**src/rtl/pwm_ctrl_pkg.sv**
```systemverilog
// Shared types and step arithmetic for the PWM ramp sequencer.
// next_threshold works on a wide unsigned range so steps saturate at the target.
package pwm_ctrl_pkg;

    typedef enum logic [2:0] {
        IDLE,
        WAIT_WRAP,
        LOAD,
        HOLD,
        DONE
    } ramp_state_t;

    localparam int unsigned TH_W = 16;
    localparam int unsigned XW   = TH_W + 1;

    function automatic logic [XW-1:0] next_threshold(
        input logic [XW-1:0] current,
        input logic [XW-1:0] target,
        input logic [XW-1:0] step
    );
        logic [XW-1:0] diff;
        if (target >= current)
            diff = target - current;
        else
            diff = current - target;
        if (step == '0 || diff <= step)
            return target;
        else if (target > current)
            return current + step;
        else
            return current - step;
    endfunction

endpackage

```
**src/rtl/pwm_ramp_controller.sv**
```systemverilog
// Ramps a pwm_generator threshold toward a target, one step per
// period boundary, with an optional dwell of extra periods per step.
module pwm_ramp_controller
    import pwm_ctrl_pkg::*;
#(
    parameter int n_bit      = 8,
    parameter int dwell_bits = 8
) (
    input  logic                  clock,
    input  logic                  reset,
    input  logic                  enable,
    input  logic                  start,
    input  logic                  abort,
    input  logic [n_bit-1:0]      target,
    input  logic [n_bit-1:0]      step,
    input  logic [dwell_bits-1:0] dwell,
    input  logic [n_bit-1:0]      count_in,
    output logic                  pwm_enable,
    output logic                  pwm_load,
    output logic [n_bit-1:0]      pwm_threshold,
    output logic                  busy,
    output logic                  done
);

    ramp_state_t state, state_nxt;

    logic [n_bit-1:0]      tgt_q;
    logic [n_bit-1:0]      step_q;
    logic [n_bit-1:0]      thr_q;
    logic [n_bit-1:0]      next_thr;
    logic [dwell_bits-1:0] dwell_q;
    logic [dwell_bits-1:0] dwell_cnt;
    logic                  wrap;
    logic                  accept;

    assign wrap   = enable && (count_in == '1);
    assign accept = start && !abort;

    assign next_thr = n_bit'(next_threshold(
        XW'(thr_q), XW'(tgt_q), XW'(step_q)));

    always_ff @(posedge clock) begin
        if (reset)
            state <= IDLE;
        else
            state <= state_nxt;
    end

    // Threshold only changes on an un-aborted wrap, so it is glitch-free.
    always_ff @(posedge clock) begin
        if (reset) begin
            tgt_q     <= '0;
            step_q    <= '0;
            dwell_q   <= '0;
            thr_q     <= '0;
            dwell_cnt <= '0;
        end else begin
            if (state == IDLE && accept) begin
                tgt_q   <= target;
                step_q  <= step;
                dwell_q <= dwell;
            end
            if (state == WAIT_WRAP && wrap && !abort)
                thr_q <= next_thr;
            if (state == LOAD && state_nxt == HOLD)
                dwell_cnt <= dwell_q;
            else if (state == HOLD && wrap && !abort)
                dwell_cnt <= dwell_cnt - 1'b1;
        end
    end

    always_comb begin
        state_nxt = state;
        unique case (state)
            IDLE: begin
                if (accept)
                    state_nxt = (target == thr_q) ? DONE : WAIT_WRAP;
            end
            WAIT_WRAP: begin
                if (abort)
                    state_nxt = IDLE;
                else if (wrap)
                    state_nxt = LOAD;
            end
            LOAD: begin
                if (abort)
                    state_nxt = IDLE;
                else if (thr_q == tgt_q)
                    state_nxt = DONE;
                else if (dwell_q == '0)
                    state_nxt = WAIT_WRAP;
                else
                    state_nxt = HOLD;
            end
            HOLD: begin
                if (abort)
                    state_nxt = IDLE;
                else if (wrap && dwell_cnt <= dwell_bits'(1))
                    state_nxt = WAIT_WRAP;
            end
            DONE:    state_nxt = IDLE;
            default: state_nxt = IDLE;
        endcase
    end

    always_comb begin
        pwm_load = 1'b0;
        done     = 1'b0;
        busy     = 1'b0;
        unique case (state)
            WAIT_WRAP: busy = 1'b1;
            HOLD:      busy = 1'b1;
            LOAD: begin
                busy     = 1'b1;
                pwm_load = 1'b1;
            end
            DONE:    done = 1'b1;
            default: ;
        endcase
    end

    assign pwm_enable    = enable;
    assign pwm_threshold = thr_q;

endmodule

```
**config.mk**
```make
export PLATFORM = sky130hd
export DESIGN_NAME = pwm_ramp_controller
export DESIGN_NICKNAME = d
export VERILOG_FILES = /design/src/rtl/pwm_ctrl_pkg.sv /design/src/rtl/pwm_ramp_controller.sv
export SDC_FILE = /design/constraint.sdc
export NUM_CORES = 1
export LEC_CHECK = 0
export ABC_AREA = 1
export CORE_MARGIN = 4
export CORE_UTILIZATION = 60
export DETAILED_ROUTE_END_ITERATION = 6
export GPL_ROUTABILITY_DRIVEN = 0
export PLACE_DENSITY = 0.95
export SYNTH_ARGS = -nofsm -noshare
export SYNTH_HDL_FRONTEND = slang
export SYNTH_SLANG_ARGS = --single-unit
```
**constraint.sdc**
```tcl
create_clock -name clock -period 7.9 [get_ports clock]
set_input_delay 1.975 -clock clock [delete_from_list [all_inputs] [get_ports clock]]
set_output_delay 1.975 -clock clock [all_outputs]
set_load 0.01 [all_outputs]
```
=== After elaboration in Yosys (flattened, before gate mapping) ===
Cells that the tools add are included.

* Word-level logic and storage cells: 57
* Register bits: 43

* Magnitude comparators: 4
* Eq/ne operators: 8
* Reductions and logical operators: 16
* Muxes and demuxes: 18
* Add/subtract/negate cells: 5

{| class="wikitable"
|+ Operator list
! operator !! count
|-
| $mux W8 || 4
|-
| $mux W3 || 8
|-
| $sub A8 B8 Y9 || 2
|-
| $le A17 B8 Y1 || 1
|-
| $mux W17 || 1
|-
| $eq A8 B8 Y1 || 2
|-
| $logic_not A8 Y1 || 2
|-
| $pmux W3 S4 || 1
|-
| $eq A3 B2 Y1 const B || 3
|-
| $logic_and A1 B1 Y1 || 9
|-
| $add A8 B8 Y8 || 1
|-
| $eq A8 B8 Y1 const B || 1
|-
| $ge A8 B8 Y1 || 1
|-
| $gt A8 B8 Y1 || 1
|-
| $le A8 B1 Y1 const B || 1
|-
| $sub A8 B1 Y8 const B || 1
|-
| $sub A8 B8 Y8 || 1
|-
| $eq A3 B1 Y1 const B || 1
|-
| $eq A3 B3 Y1 const B || 1
|-
| $logic_not A3 Y1 || 1
|-
| $mux W1 || 3
|-
| $reduce_or A3 Y1 || 1
|-
| $mux W2 || 1
|-
| $reduce_bool A2 Y1 || 1
|-
| 2 further kinds || 2
|}

=== Longest topological paths before layout ===
* Word-level depth: 9
* Mapped depth: 31

=== Worst setup path after synthesis ===
OpenSTA, ideal clock, no wires.

* Path type: input -> output
* From: in enable
* To: out pwm_enable
* Required time: 5925 ps
* Stages: 1
* Path buffers: 1
* Arrival time: 2094 ps
* Path slack: 3831 ps
* Cells stage by stage: buf_4

{| class="wikitable"
|+ RTL lines
! item !! line !! RTL
|-
| start: declaration || pwm_ramp_controller.sv:11 || <nowiki>input logic enable,</nowiki>
|-
| end: declaration || pwm_ramp_controller.sv:18 || <nowiki>output logic pwm_enable,</nowiki>
|}

No word-level cell between the ends.

=== Final worst setup path ===
* From: in enable
* To: out pwm_enable

No word-level cell between the ends.

==> qor.yml <==
internal-power_mw: 0.4045
fmaxAchievable_ghz: 0.2017
die_h_um: 83.87
pwr_density_cell_mw_per_mm2: 166.6
antenna_found_initial: 0
syn_area_per_cell_sq_um: 6.879
leakagePower_nw: 1.847
post-route-min-period_ns: 4.958
power.switching_mw: 0.2734
hold_start: "dwell_q[5]"
synth_warnings: 0
io_pins: 49
cts_max_path_buffers: 2
critPathSlowestCell: "clkdlybuf4s50_1"
cp_top_family: "buffers and inverters"
synth_edf_count: 0
cp.arrival_ns: 2.98
drt-vias-per-instance: 5.746
synth.area.top_cells: "dfxtp_1, ha_1, nand2_1"
dieArea_sq_mm: 0.007033
cts.sinks: 43
ir_drop_v: 0.0001206
hold_end: "dwell_q[5]"
hold_class: "reg2reg"
ctsHoldBuffers: 0
violations: "design-rule violations"
cts_buffers: 5
n_antenna_cell: 0
crit_top_cell: "clkdlybuf4s50_1"
grt_start_max_net_pins: 50
switching_share_pct: 40.33
rr_endpoint: "pwm_threshold[7]"
cp_slowest_stage_delay_ns: 0.54
status: "complete, but fails checks"
finClkSkew_ns: 0.01161
seq_area_frac_synth_pct: 24.93
grt_pass1_vias: 3515
core_area_sq_mm: 0.005540
hpwlAfterDp_um: 7415
die_x_um: 83.87
syn-num-nets: 576
p_clk_share_pct: 22.1
drive_above_1_share_pct: 5.119
finalSetupViolations: 0
worst_pin_slew_ns: 0.8105
crit_path_start: "enable"
start_util_pct: 62.33
synthCells: 502
yosysUniqueCellTypes: 37
synth_top_area_cell: "dfxtp_1"
io_buffers: 48
hold_viol: 0
synth_seq_cells: 43
worstPathCellList: "clkdlybuf4s50_1 -> clkdlybuf4s50_1"
first_pass_iters: 7
antenna_left: 0
cp.required_ns: 5.93
clk_latency_ns: 0.31
fin_tns_setup_ns: 0
cts_setup_buffers: 0
whs_path_depth: 2
dr_total_vias: 3557
r2r_start: "pwm_threshold[6]"
power_frac_seq_pct: 34.0
relSlewSlack_pct: 45.91
crit_type: "in2out"
yosysMostFrequentCell: "nand2_1"
fin_nets: 620
synth_top_area_share_pct: 24.93
clockRootBuffer: "clkbuf_8"
post-route-period-util_pct: 62.76
tritoncts: "built"
maxSlewViolCount: 0
crit_path_end_kind: "output pin"
drv_cap: 0
crit_path_max_fanout: 2
reg2reg_depth: 26
synthesis.area_sq_mm: 0.003453
grt_pass1_wl_um: 15750
ctsResizeCount: 0
wl_um: 9475
rsz0062_at_grt: "no"
drt-initial-drc-count: 393
cts.htree.levels: 2
worstSetupStartpointType: "input port"
path_buf_inv: 2
drc: 5
track_usage_pct: 27.26
combPwrFrac_pct: 43.9
worst-r2r-setup-slack_ns: 3.89
fp-row-count: 27
routedWlPerCell_um: 15.31
ys_top_cells_by_count: "nand2_1, inv_1, a21oi_1, dfxtp_1, o21ai_0"
ys.flop_type: "dfxtp_1"
synthArstFlopShare_pct: 0
path_clk_slew_ns: 0.09
hold_slack_ns: 0.4927
grt_overflow: 0
area.growth.synth_to_final_pct: 17.86
-- power by group through the flow --
stage	sequential [mW]	combinational [mW]	clock, mW
2_1_floorplan	0.234	0.217	0
3_3_place_gp	0.235	0.275	0
3_5_place_dp	0.235	0.290	0
4_1_cts	0.230	0.293	0.148
5_1_grt	0.232	0.332	0.158
6_report	0.231	0.297	0.150
-- metal layers --
metal	wire, um	share of wire [%]	global-route usage (%)
met1	3744	40	33.11
met4	450	4.7	14.04
met3	775	8.2	4.344
met2	4504	48	46.20
met5	0	0	0
-- sequential cells by signal, summed over array words and instances (netlist names) --
| register | count |
|---|---|
| step_q | 8 |
| pwm_threshold | 8 |
| dwell_q | 8 |
| tgt_q | 8 |
| dwell_cnt | 8 |
| state | 3 |
-- layout by cell type, fill, tap and decap left out, types with 5 or more instances in the layout --
master and n:
a21oi_1 53, clkbuf_8 5, clkdlybuf4s50_1 48, dfxtp_1 43
ha_1 34, inv_1 76, nand2_1 100, nand2_2 6
nand3_1 34, nand4_1 7, nor2_1 27, nor3_1 5
o21ai_0 37, xnor2_1 13, xor2_1 19
-- worst max-delay path by stage --
| stage | end | slack (ns) | cells past startpoint |
|---|---|---|---|
| 4_1_cts | pwm_enable | 2.94 | 2 |
| 2_1_floorplan | pwm_enable | 3.83 | 1 |
| 3_3_place_gp | pwm_enable | 2.93 | 2 |
| 3_5_place_dp | pwm_enable | 2.94 | 2 |
| 5_1_grt | pwm_enable | 2.92 | 2 |
| 6_report | pwm_enable | 2.94 | 2 |
-- area by class of cell --
class                      instances  area, sq um
clock buffer                       5        68.82
clock inverter                     3        23.77
fill                             415         1470
inverter                          77        289.0
multi-input combinational        370         2250
sequential                        43        860.8
tap                               72        90.09
timing repair buffer              49        488.0
-- through the flow --
step | std cells | util [%] | total power, mW | area (sq um) | worst slack (ns)
2_1_floorplan | 502 | - | 0.4510 | 3453 | 3.831
3_3_place_gp | 611 | 71.79 | 0.5096 | 3978 | 2.935
3_5_place_dp | 611 | 71.79 | 0.5257 | 3978 | 2.938
4_1_cts | 619 | 73.46 | 0.6714 | 4070 | 2.938
5_1_grt | 619 | 73.46 | 0.7213 | 4070 | 2.915
6_report | 619 | 73.46 | 0.6779 | 4070 | 2.942
-- logic make-up (layout without fill, tap and decap cells) --
family / Yosys count / after routing / share of synthesized area [%]
flops: 43 / 43 / 24.93
fa+ha+maj: 37 / 37 / 14.06
buf+inv: 89 / 134 / 9.927
xor+xnor: 32 / 32 / 8.116
mux: 1 / 1 / 0.2899
simple gates: 196 / 196 / 26.63
compound gates: 104 / 104 / 16.05
Note: power is estimated with default switching activity, not from simulation.
